==> src/rtl/pipeline_hazard_ctrl_pkg.sv <==
// Shared core definitions for the hazard/stall controller.
// FSM states, control bundle layout and widths.
package core_defs;

  localparam int REG_ADDR_W = 5;
  localparam int CNT_W      = 4;

  typedef enum logic {
    RUN   = 1'b0,
    MULTI = 1'b1
  } hz_state_e;

  typedef struct packed {
    logic stall_if;
    logic stall_id;
    logic bubble_ex;
    logic flush_id;
  } hz_ctrl_t;

  localparam int CTRL_W = $bits(hz_ctrl_t);

endpackage

==> src/rtl/pipeline_hazard_ctrl_scoreboard.sv <==
// Per-register pending scoreboard for in-flight destinations.
// Set has priority over a same-cycle writeback clear.
module hazard_scoreboard #(
  parameter int AW = 5
) (
  input  logic            clk,
  input  logic            rst,
  input  logic            set_en,
  input  logic [AW-1:0]   set_addr,
  input  logic            clr_en,
  input  logic [AW-1:0]   clr_addr,
  input  logic [AW-1:0]   rs_addr,
  input  logic [AW-1:0]   rd_addr,
  output logic [2**AW-1:0] pend,
  output logic            rs_pend,
  output logic            rd_pend
);

  localparam int N = 2**AW;

  logic [N-1:0] set_mask;
  logic [N-1:0] clr_mask;

  always_comb begin
    set_mask = '0;
    clr_mask = '0;
    if (set_en) set_mask[set_addr] = 1'b1;
    if (clr_en) clr_mask[clr_addr] = 1'b1;
  end

  always_ff @(posedge clk) begin
    if (rst) pend <= '0;
    else     pend <= (pend & ~clr_mask) | set_mask;
  end

  assign rs_pend = pend[rs_addr];
  assign rd_pend = pend[rd_addr];

endmodule

==> src/rtl/pipeline_hazard_ctrl.sv <==
// Hazard and stall controller for the ifetch/id/ex/wb core.
// RAW/WAW detection, multi-cycle sequencing, branch squash.
module pipeline_hazard_ctrl #(
  parameter int REG_ADDR_W = 5,
  parameter int MC_LAT     = 4
) (
  input  logic                  clk,
  input  logic                  rst,
  input  logic                  id_valid_i,
  input  logic                  id_rs_read_i,
  input  logic [REG_ADDR_W-1:0] id_rs_addr_i,
  input  logic                  id_rd_read_i,
  input  logic                  id_rd_write_i,
  input  logic [REG_ADDR_W-1:0] id_rd_addr_i,
  input  logic                  id_multi_i,
  input  logic                  ex_branch_i,
  input  logic                  wb_en_i,
  input  logic [REG_ADDR_W-1:0] wb_addr_i,
  output logic                  stall_if_o,
  output logic                  stall_id_o,
  output logic                  bubble_ex_o,
  output logic                  flush_id_o,
  output logic                  issue_o,
  output logic                  busy_o
);

  import core_defs::*;

  hz_state_e        state;
  logic [CNT_W-1:0] cnt;
  hz_ctrl_t         ctrl;

  logic [2**REG_ADDR_W-1:0] pend;
  logic rs_pend;
  logic rd_pend;
  logic raw;
  logic waw;
  logic hazard;
  logic in_multi;
  logic run_br;
  logic run_hz;

  hazard_scoreboard #(
    .AW(REG_ADDR_W)
  ) u_sb (
    .clk      (clk),
    .rst      (rst),
    .set_en   (issue_o && id_rd_write_i),
    .set_addr (id_rd_addr_i),
    .clr_en   (wb_en_i),
    .clr_addr (wb_addr_i),
    .rs_addr  (id_rs_addr_i),
    .rd_addr  (id_rd_addr_i),
    .pend     (pend),
    .rs_pend  (rs_pend),
    .rd_pend  (rd_pend)
  );

  // No writeback bypass: a register retiring this cycle still blocks.
  assign raw = (id_rs_read_i && rs_pend)
            || (id_rd_read_i && rd_pend);
  assign waw = id_rd_write_i && pend[id_rd_addr_i];
  assign hazard = id_valid_i && (raw || waw);

  assign in_multi = (state == MULTI);
  assign run_br   = !in_multi && ex_branch_i;
  assign run_hz   = !in_multi && !ex_branch_i && hazard;

  always_comb begin
    ctrl    = '0;
    issue_o = 1'b0;
    busy_o  = 1'b0;
    if (!rst) begin
      unique case (1'b1)
        in_multi: begin
          ctrl.stall_if = 1'b1;
          ctrl.stall_id = 1'b1;
          busy_o        = 1'b1;
        end
        run_br: begin
          ctrl.flush_id  = 1'b1;
          ctrl.bubble_ex = 1'b1;
        end
        run_hz: begin
          ctrl.stall_if  = 1'b1;
          ctrl.stall_id  = 1'b1;
          ctrl.bubble_ex = 1'b1;
        end
        default: issue_o = id_valid_i;
      endcase
    end
  end

  assign stall_if_o  = ctrl.stall_if;
  assign stall_id_o  = ctrl.stall_id;
  assign bubble_ex_o = ctrl.bubble_ex;
  assign flush_id_o  = ctrl.flush_id;

  always_ff @(posedge clk) begin
    if (rst) begin
      state <= RUN;
      cnt   <= '0;
    end else begin
      unique case (state)
        RUN: begin
          if (issue_o && id_multi_i) begin
            state <= MULTI;
            cnt   <= CNT_W'(MC_LAT - 1);
          end
        end
        MULTI: begin
          cnt <= cnt - 1'b1;
          if (cnt == CNT_W'(1)) state <= RUN;
        end
        default: state <= RUN;
      endcase
    end
  end

endmodule
==> config.mk <==
export PLATFORM = sky130hd
export DESIGN_NAME = pipeline_hazard_ctrl
export DESIGN_NICKNAME = d
export VERILOG_FILES = /design/src/rtl/pipeline_hazard_ctrl_pkg.sv /design/src/rtl/pipeline_hazard_ctrl_scoreboard.sv /design/src/rtl/pipeline_hazard_ctrl.sv
export SDC_FILE = /design/constraint.sdc
export NUM_CORES = 1
export LEC_CHECK = 0
export ABC_AREA = 0
export BUFFER_PORTS_ARGS = -buffer_cell sky130_fd_sc_hd__buf_4
export CORE_AREA = 2 2 84 86
export DETAILED_ROUTE_END_ITERATION = 6
export DIE_AREA = 0 0 86 88
export SKIP_CTS_REPAIR_TIMING = 1
export SYNTH_ARGS = -nofsm -noshare
export SYNTH_HDL_FRONTEND = slang
export SYNTH_HIERARCHICAL = 1
export SYNTH_SLANG_ARGS = --single-unit
==> constraint.sdc <==
create_clock -name clk -period 10.8 [get_ports clk]
set_input_delay 3.24 -clock clk [delete_from_list [all_inputs] [get_ports clk]]
set_output_delay 3.24 -clock clk [all_outputs]
set_load 0.02 [all_outputs]
==> results of run 1 <==
==> worst min-delay path by stage <==
stage / startpoint / endpoint / slack (ns) / cells after the start
final: cnt[3] / cnt[3] / 0.50 / 2
after floorplan: cnt[3] / cnt[3] / 0.46 / 2
after global placement: cnt[3] / cnt[3] / 0.48 / 2
after detailed placement: cnt[3] / cnt[3] / 0.49 / 2
after CTS: cnt[3] / cnt[3] / 0.50 / 2
after global routing: u_sb/pend[8] / u_sb/pend[8] / 0.54 / 2
==> cell usage in the layout (no fill, tap or decap), drive strengths merged, types with 3 or more instances in the layout <==
| cell type | instances |
|---|---|
| nand2 | 49 |
| clkbuf | 7 |
| a211oi | 3 |
| nor2b | 3 |
| and2 | 3 |
| o21ai | 33 |
| a21oi | 41 |
| nand3 | 6 |
| inv | 7 |
| mux2i | 34 |
| nor3b | 5 |
| nor2 | 10 |
| buf | 29 |
| nand3b | 6 |
| and3b | 3 |
| or3b | 3 |
| a22oi | 8 |
| mux4 | 9 |
| dfxtp | 37 |
==> worst max-delay path, stage by stage <==
cell and delay, ns:
buf_4 0.21, mux4_1 0.59, mux4_2 0.48, or2_4 0.26
a21oi_1 0.18, o22ai_1 0.11, buf_4 0.18
==> layer usage <==
layer  vias up  GRT usage (%)
met5         -              0
met3        13           3.58
li1       1175              -
met4         0           8.23
met2       113           32.2
met1      1129           28.7
==> registers in the layout, summed over array words and instances (netlist names) <==
register and flops:
cnt 4, in_multi 1, u_sb/pend 32
==> report_power, final <==
| group | switching, mW | total (mW) | internal (mW) |
|---|---|---|---|
| Combinational | 0.0287 | 0.0487 | 0.0200 |
| Clock | 0.0485 | 0.0991 | 0.0507 |
| Sequential | 0.00110 | 0.139 | 0.137 |
==> cells by family (layout without fill, tap and decap cells) <==
kind of cell,Yosys count,count (layout)
and+or+nand+nor,104,104
AOI/OAI and AO/OA,97,97
muxes,43,43
DFF,37,37
buffers and inverters,22,43
adders and majority gates,2,2
==> cell type report <==
cell class | count | area, µm² | share of cell area, %
Clock buffer | 7 | 86.3 | 3.00
Inverter | 7 | 26.3 | 0.913
Sequential cell | 37 | 741 | 25.7
Tap cell | 80 | 100 | 3.48
Multi-Input combinational cell | 246 | 1710 | 59.3
Timing Repair Buffer | 29 | 218 | 7.57
==> metrics, run 1 <==
status=complete, no violations; Die Y=a little under 90 µm; synthesized area=roughly 2600 µm²; reg2reg setup slack=roughly 7.7 ns; total power=286 µW; Worst Path Required=about 7.6 ns; Worst R2R Path Depth=9; fin crit period=8.50 ns; reg2reg end=u_sb/pend[5]; Setup crit end kind=output port; CP Class=primary input to output port; WL met1=around 3400 µm; CTS tree=built; Non-Filler Instances=406; TNS Setup=0 ns; H-tree Lvls=2; Hold Slack=just under 0.5 ns; Slew HR=approximately two fifths; #FFs+latches synth=37; layout cell share with drive strength beyond 1=approximately 14%; die footprint=between 7000 and 8000 µm²; Setup crit start kind=primary input; TritonCTS Sinks=37; maximum clock path buffer count=2; WP data arrival=roughly 5.3 ns; Die Wd=86 µm; DRT iter0 DRCs=268; layout net count=352; final core occ=between 40 and 50%; Final period util=78.7%; max-slew violations=0; largest net degree at the start of global routing=45; Initial Util=between 30% and 40%; Final GP Congestion=0.817; crit path from=id_rd_addr_i[0]; Syn-to-layout area delta=11.1%; Top Layer Used=met4; Wirelength per Cell=18.5 µm; Cells after Synth=305; drt pass-1 iters=5; Simple-Gate Fraction of Synth Area=20.9%; Seq/Total Area, Yosys=between 20% and 30%; first-pass GRT wire length=between 10000 and 15000 µm; Synth warnings=6; pwr/cell area=99.5 nW/µm²; RR Startpoint=u_sb/pend[25]; Worst-Margin Slew=0.877 ns; vias in the first global route=approximately 2300; num rows=30; diode count=0; unrepaired setup endpoints after global routing=false; Synth Area in XOR/XNOR=0%; Max-cap violations=0; Setup Skew=~0.0054 ns; FMAX=118 MHz; gr usage total=20.7%; dpl hpwl=about 5200 µm; most numerous cell in the Yosys netlist=nand2_1; DR vias=roughly 2400; pre-CTS setup slack=between 2 and 2.5 ns; syn nets=331; number of distinct library cells after synthesis=47; Placed Cells=roughly 400; count of final setup violators=0; Post-synth top cells=49 x nand2_1, 41 x a21oi_1, 37 x dfxtp_1; initial antenna violation count=0; worst setup path endpoint=stall_if_o; worst min path class=register to register; total grt overflow=0; drt drc=0; Area after DPL=between 2000 and 3000 µm²; DRT antenna net count=0; leakage power=1.09 nW; TritonCTS Buffers=5; I/O pins=30; number of synthesized flops with an enable pin=0; synth top area cells=dfxtp_1 29%, mux2i_1 13%, a21oi_1 7.9%; Fillers=661; share of Yosys cell area claimed by the top area cell type=around 29%; largest family of logic cells by synthesized area=compound AO/OA/AOI/OAI gates; clk_lat worst skew=a little under 0.3 ns; Met3 Wirelength=around 640 µm; Port Buf Inserts=29; ys async rst share=0%; Clock Root Buffer=clkbuf_8; drt total wl=7500 µm; Core ar.=approximately 6600 µm²; Mapped Avg Cell Area=approximately 8.5 µm²; crit-path max FO=16; met2 WL post-DR=about 3300 µm; setup slack after layout=roughly 2.3 ns; complex-gate fraction of the synthesized area=22.1%; Top FF cell, synth=dfxtp_1; final instance area=between 2000 and 3000 µm²; post-synthesis mux area share=about 22%; post-synthesis adder-cell area fraction=0.966%; Synth area leader=dfxtp_1; Avg Vias per Cell=5.99; clock-pin slew on the worst setup and hold paths=~0.070 ns; Peak VDD IR=around 0.029 mV; endpoints failing hold=0
Note: power is estimated with default switching activity, not from simulation.
==> inputs of run 2 (changes only) <==
==> constraint.sdc (replaced) <==
create_clock -name clk -period 7.1 [get_ports clk]
set_input_delay 2.13 -clock clk [delete_from_list [all_inputs] [get_ports clk]]
set_output_delay 2.13 -clock clk [all_outputs]
set_load 0.02 [all_outputs]
==> metrics, run 2 (synthesized netlist as in run 1, its figures left out) <==
layout cell share with drive strength beyond 1=14.1% (unchanged); CTS tree=built; Worst-Margin Slew=0.876 ns (-0.000874 ns); TritonCTS Sinks=37 (unchanged); initial antenna violation count=0 (unchanged); crit-path max FO=16 (unchanged); Peak VDD IR=0.0683 mV (+130%); diode count=0 (unchanged); Die Wd=86 µm (unchanged); unrepaired setup endpoints after global routing=false; vias in the first global route=2344 (+2.2%); dpl hpwl=5230 µm (+0.91%); Hold Slack=0.504 ns (+0.00739 ns); final core occ=43.3% (unchanged); Largest register FFs=32 (unchanged); pwr/cell area=151 nW/µm² (+52%); Avg Vias per Cell=6.13 (+2.4%); TritonCTS Buffers=5 (unchanged); commonest non-fill, non-tap cell in the layout=nand2_1; endpoints failing hold=0 (unchanged); die footprint=7570 µm² (unchanged); first-pass GRT wire length=12400 µm (+3.4%); status=complete, no violations; drt pass-1 iters=5 (unchanged); DR vias=2488 (+2.4%); clk_lat worst skew=0.29 ns (about the same); critical-path cell list=buf_4 > mux4_1 > mux4_2 > or2_4 > a21oi_1 > o22ai_1 > buf_4; I/O pins=30 (unchanged); Final period util=88.3%; gr usage total=21.2% (+0.50 points); largest register by flop count=u_sb/pend; leakage power=1.09 nW (unchanged); drt total wl=7610 µm (+1.5%); Max-cap violations=0 (unchanged); most used cell, CP=buf_4; total grt overflow=0 (unchanged); Die Y=88 µm (unchanged); Slew HR=41.4% (+0.059 points); Setup Skew=0.00590 ns (+0.000525 ns); Setup crit end kind=output port; TNS Setup=0 ns (unchanged); count of final setup violators=0 (unchanged); FMAX=160 MHz; Core ar.=6640 µm² (unchanged); max-slew violations=0 (unchanged); CP Class=primary input to output port; H-tree Lvls=2 (unchanged); total power=435 µW (+52%); worst min path class=register to register; layout net count=352 (unchanged); Worst Path Required=4.97 ns (-2.59 ns); Clock Root Buffer=clkbuf_8; DRT iter0 DRCs=235 (-12%); DRT antenna net count=0 (unchanged); fin crit period=6.27 ns; drt drc=0 (unchanged); num rows=30 (unchanged); Syn-to-layout area delta=11.1% (unchanged); Port Buf Inserts=29 (unchanged); WP data arrival=4.14 ns (-1.12 ns); Wirelength per Cell=18.7 µm (+1.5%); Initial Util=39.0% (unchanged); largest net degree at the start of global routing=45 (unchanged); Setup crit start kind=primary input; maximum clock path buffer count=2 (unchanged); CP max stage cell=mux4_1; clock-pin slew on the worst setup and hold paths=0.07 ns (about the same); Max stage delay on crit path=0.59 ns (about the same); Final GP Congestion=0.817 (about the same); commonest non-fill, non-tap cells in the layout=49 x nand2_1, 41 x a21oi_1, 37 x dfxtp_1
==> run 2: worst paths after layout <==
path,from,endpoint,slack (ns),depth (start not counted)
max,id_rd_addr_i[0],stall_id_o,0.83,7
min,cnt[3],cnt[3],0.50,2
max reg2reg,u_sb/pend[19],u_sb/pend[21],3.97,9
min reg2reg,cnt[3],cnt[3],0.50,2
==> run 2: critical path, delay by kind of cell <==
family                 cells  cell delay [ns]
buffers and inverters      2             0.39
AND/OR/NAND/NOR            1             0.26
multiplexers               2             1.06
AO/OA/AOI/OAI              2             0.29
==> run 2: routing by layer <==
layer | vias up | routed length (µm) | global-route usage, %
met5 | - | 0 | 0
met4 | 0 | 163 | 7.36
met3 | 9 | 528 | 3.77
met2 | 115 | 3320 | 33.4
li1 | 1174 | - | -
met1 | 1190 | 3600 | 29.4
==> run 2: power by group <==
group	switching (mW)	internal [mW]
clock network	0.0726	0.0770
registers	0.00169	0.209
logic	0.0439	0.0305
==> run 2: final cells by class <==
class,count,area (µm²)
timing repair buffer,29,218
multi-input combinational,246,1710
inverter,7,26.3
fill,665,3770
sequential,37,741
clock buffer,7,86.3
tap,80,100
==> run 2: through the flow <==
stage / instance area [µm²] / instances / worst slack, ns
floorplan: 2590 / 305 / 0.922
global placement: 2790 / 399 / 0.886
detailed placement: 2790 / 399 / 0.847
CTS: 2880 / 406 / 0.847
global route: 2880 / 406 / 0.737
finish: 2880 / 406 / 0.833
==> inputs of run 3 (changes only) <==
--- a/config.mk
+++ b/config.mk
@@ -5,11 +5,11 @@
 export SDC_FILE = /design/constraint.sdc
 export NUM_CORES = 1
 export LEC_CHECK = 0
-export ABC_AREA = 0
+export ABC_AREA = 1
 export BUFFER_PORTS_ARGS = -buffer_cell sky130_fd_sc_hd__buf_4
-export CORE_AREA = 2 2 84 86
+export CORE_AREA = 2 2 85 87
 export DETAILED_ROUTE_END_ITERATION = 6
-export DIE_AREA = 0 0 86 88
+export DIE_AREA = 0 0 87 89
 export SKIP_CTS_REPAIR_TIMING = 1
 export SYNTH_ARGS = -nofsm -noshare
 export SYNTH_HDL_FRONTEND = slang
==> metrics, run 3 <==
Slew HR=49.2% (+7.9 points); crit-path max FO=37 (+21); Synth area leader=dfxtp_1; clock-pin slew on the worst setup and hold paths=0.08 ns (about the same); vias in the first global route=2747 (+17%); total power=434 µW (-0.27%); dpl hpwl=6280 µm (+20%); DRT iter0 DRCs=314 (+34%); first-pass GRT wire length=13700 µm (+10%); Initial Util=39.8% (+0.79 points); CTS tree=built; H-tree Lvls=2 (unchanged); layout cell share with drive strength beyond 1=11.0% (-3.1 points); Synth warnings=6 (unchanged); DRT antenna net count=0 (unchanged); Worst-Margin Slew=0.757 ns (-0.119 ns); FMAX=164 MHz (+3.1%); maximum clock path buffer count=2 (unchanged); Top FF cell, synth=dfxtp_1; drt pass-1 iters=5 (unchanged); most used cell, CP=nand2_1; gr usage total=22.7% (+1.5 points); Worst Path Required=4.97 ns (about the same); TritonCTS Sinks=37 (unchanged); most numerous cell in the Yosys netlist=nand2_1; diode count=0 (unchanged); largest register by flop count=u_sb/pend; Wirelength per Cell=15.2 µm (-19%); critical-path cell list=buf_4 > inv_2 > nand2_1 > nand3_1 > nand3_1 > nand2_1 > nand2_1 > nand2_1 > nand2_1 > nand2_1 > a22o_1 > inv_1 > nand2_1 > nand4_1 > a21oi_1 > buf_4; WP data arrival=3.95 ns (-0.19 ns); crit-path leading delay family=buffers and inverters; Port Buf Inserts=29 (unchanged); count of final setup violators=0 (unchanged); synthesized area=2670 µm² (+3.2%); unrepaired setup endpoints after global routing=false; drt drc=0 (unchanged); Die Y=89 µm (+1.1%); ys async rst share=0% (unchanged); TritonCTS Buffers=5 (unchanged); DR vias=3047 (+22%); number of distinct library cells after synthesis=24 (-49%); Core ar.=6720 µm² (+1.1%); Syn-to-layout area delta=10.1%; pre-CTS setup slack=1.04 ns (+0.191 ns); initial antenna violation count=0 (unchanged); largest net degree at the start of global routing=41 (-8.9%); Setup crit end kind=output port; final core occ=43.8% (+0.47 points); layout net count=497 (+41%); setup slack after layout=1.02 ns (+0.186 ns); syn nets=478 (+44%); Clock Root Buffer=clkbuf_8; Max-cap violations=0 (unchanged); fin crit period=6.08 ns (-0.186 ns); endpoints failing hold=0 (unchanged); num rows=30 (unchanged); Cells after Synth=452 (+48%); Setup Skew=0.00780 ns (+0.00190 ns); Multi-input gate area=1650 µm² (-3.2%); commonest non-fill, non-tap cell in the layout=nand2_1; CP Class=primary input to output port; Largest register FFs=32 (unchanged); Final period util=85.6% (-2.6 points); reg2reg setup slack=4.55 ns (+0.58 ns); pwr/cell area=147 nW/µm² (-2.4%); Die Wd=87 µm (+1.2%); share of Yosys cell area claimed by the top area cell type=27.7% (-0.88 points); Seq/Total Area, Yosys=27.7% (-0.88 points); Fillers=731 (+9.9%); leakage power=1.21 nW (+10%); #FFs+latches synth=37 (unchanged); Post-synth top cells=173 x nand2_1, 90 x nand3_1, 37 x a21oi_1, 37 x dfxtp_1, 34 x o21ai_0; CP bufs+invs=4 (+2); Max stage delay on crit path=0.34 ns (-0.25 ns); Avg Vias per Cell=5.52 (-9.9%); die footprint=7740 µm² (+2.3%); drt total wl=8390 µm (+10%); Hold Slack=0.538 ns (+0.0338 ns); CP max stage cell=buf_4; number of synthesized flops with an enable pin=0 (unchanged); Final GP Congestion=0.872 (+6.7%); TNS Setup=0 ns (unchanged); status=complete, no violations; Mapped Avg Cell Area=5.91 µm² (-30%); I/O pins=30 (unchanged); commonest non-fill, non-tap cells in the layout=173 x nand2_1, 90 x nand3_1, 37 x a21oi_1, 37 x dfxtp_1, 34 x o21ai_0; total grt overflow=0 (unchanged); Peak VDD IR=0.0900 mV (+32%); Setup crit start kind=primary input; worst min path class=register to register; max-slew violations=0 (unchanged); Register Area=741 µm² (unchanged); synth top area cells=dfxtp_1 28%, nand2_1 24%, nand3_1 17%; clk_lat worst skew=0.29 ns (about the same)
==> run 3: worst register-to-register path, delay by kind of cell, from the launching register on <==
family / cells / cell delay [ns]
compound gates: 2 / 0.36
buf+inv: 2 / 0.22
flops: 1 / 0.37
simple gates: 12 / 1.52
==> run 3: metal layers <==
metal / GRT usage (%) / vias up / share of wire (%)
li1: - / 1532 / -
met1: 31.8 / 1414 / 46
met2: 37.8 / 97 / 47
met3: 2.49 / 4 / 6.1
met4: 4.97 / 0 / 0.52
met5: 0 / - / 0
==> run 3: cell families after synthesis <==
logic type / count (synthesis) / synth area share, %
buffers and inverters: 55 / 10.4
and+or+nand+nor: 284 / 46.6
DFF: 37 / 27.7
adders and majority gates: 2 / 0.936
AOI/OAI and AO/OA: 74 / 14.3
==> run 3: per-stage QoR <==
| stage | area, µm² | instances |
|---|---|---|
| floorplan | 2670 | 452 |
| global placement | 2860 | 544 |
| detailed placement | 2860 | 544 |
| CTS | 2940 | 552 |
| global route | 2940 | 552 |
| finish | 2940 | 552 |
==> run 3: path summary, 6_finish.rpt <==
path,start,to,cells after the start
setup / recovery,id_rd_addr_i[0],stall_if_o,16
hold / removal,u_sb/pend[22],u_sb/pend[22],2
setup reg to reg,u_sb/pend[28],u_sb/pend[10],16
hold reg to reg,u_sb/pend[22],u_sb/pend[22],2
==> run 3: cell type report <==
| cell class | count | area share, % |
|---|---|---|
| Clock buffer | 6 | 2.47 |
| Multi-Input combinational cell | 360 | 56.2 |
| Clock inverter | 2 | 0.340 |
| Sequential cell | 37 | 25.2 |
| Inverter | 38 | 5.02 |
| Timing Repair Buffer | 29 | 7.40 |
| Tap cell | 80 | 3.40 |
==> run 3: report_power, final <==
group | internal, mW | switching, mW | total (mW)
clock network | 0.0680 | 0.0740 | 0.142
logic | 0.0267 | 0.0546 | 0.0813
registers | 0.209 | 0.00129 | 0.210
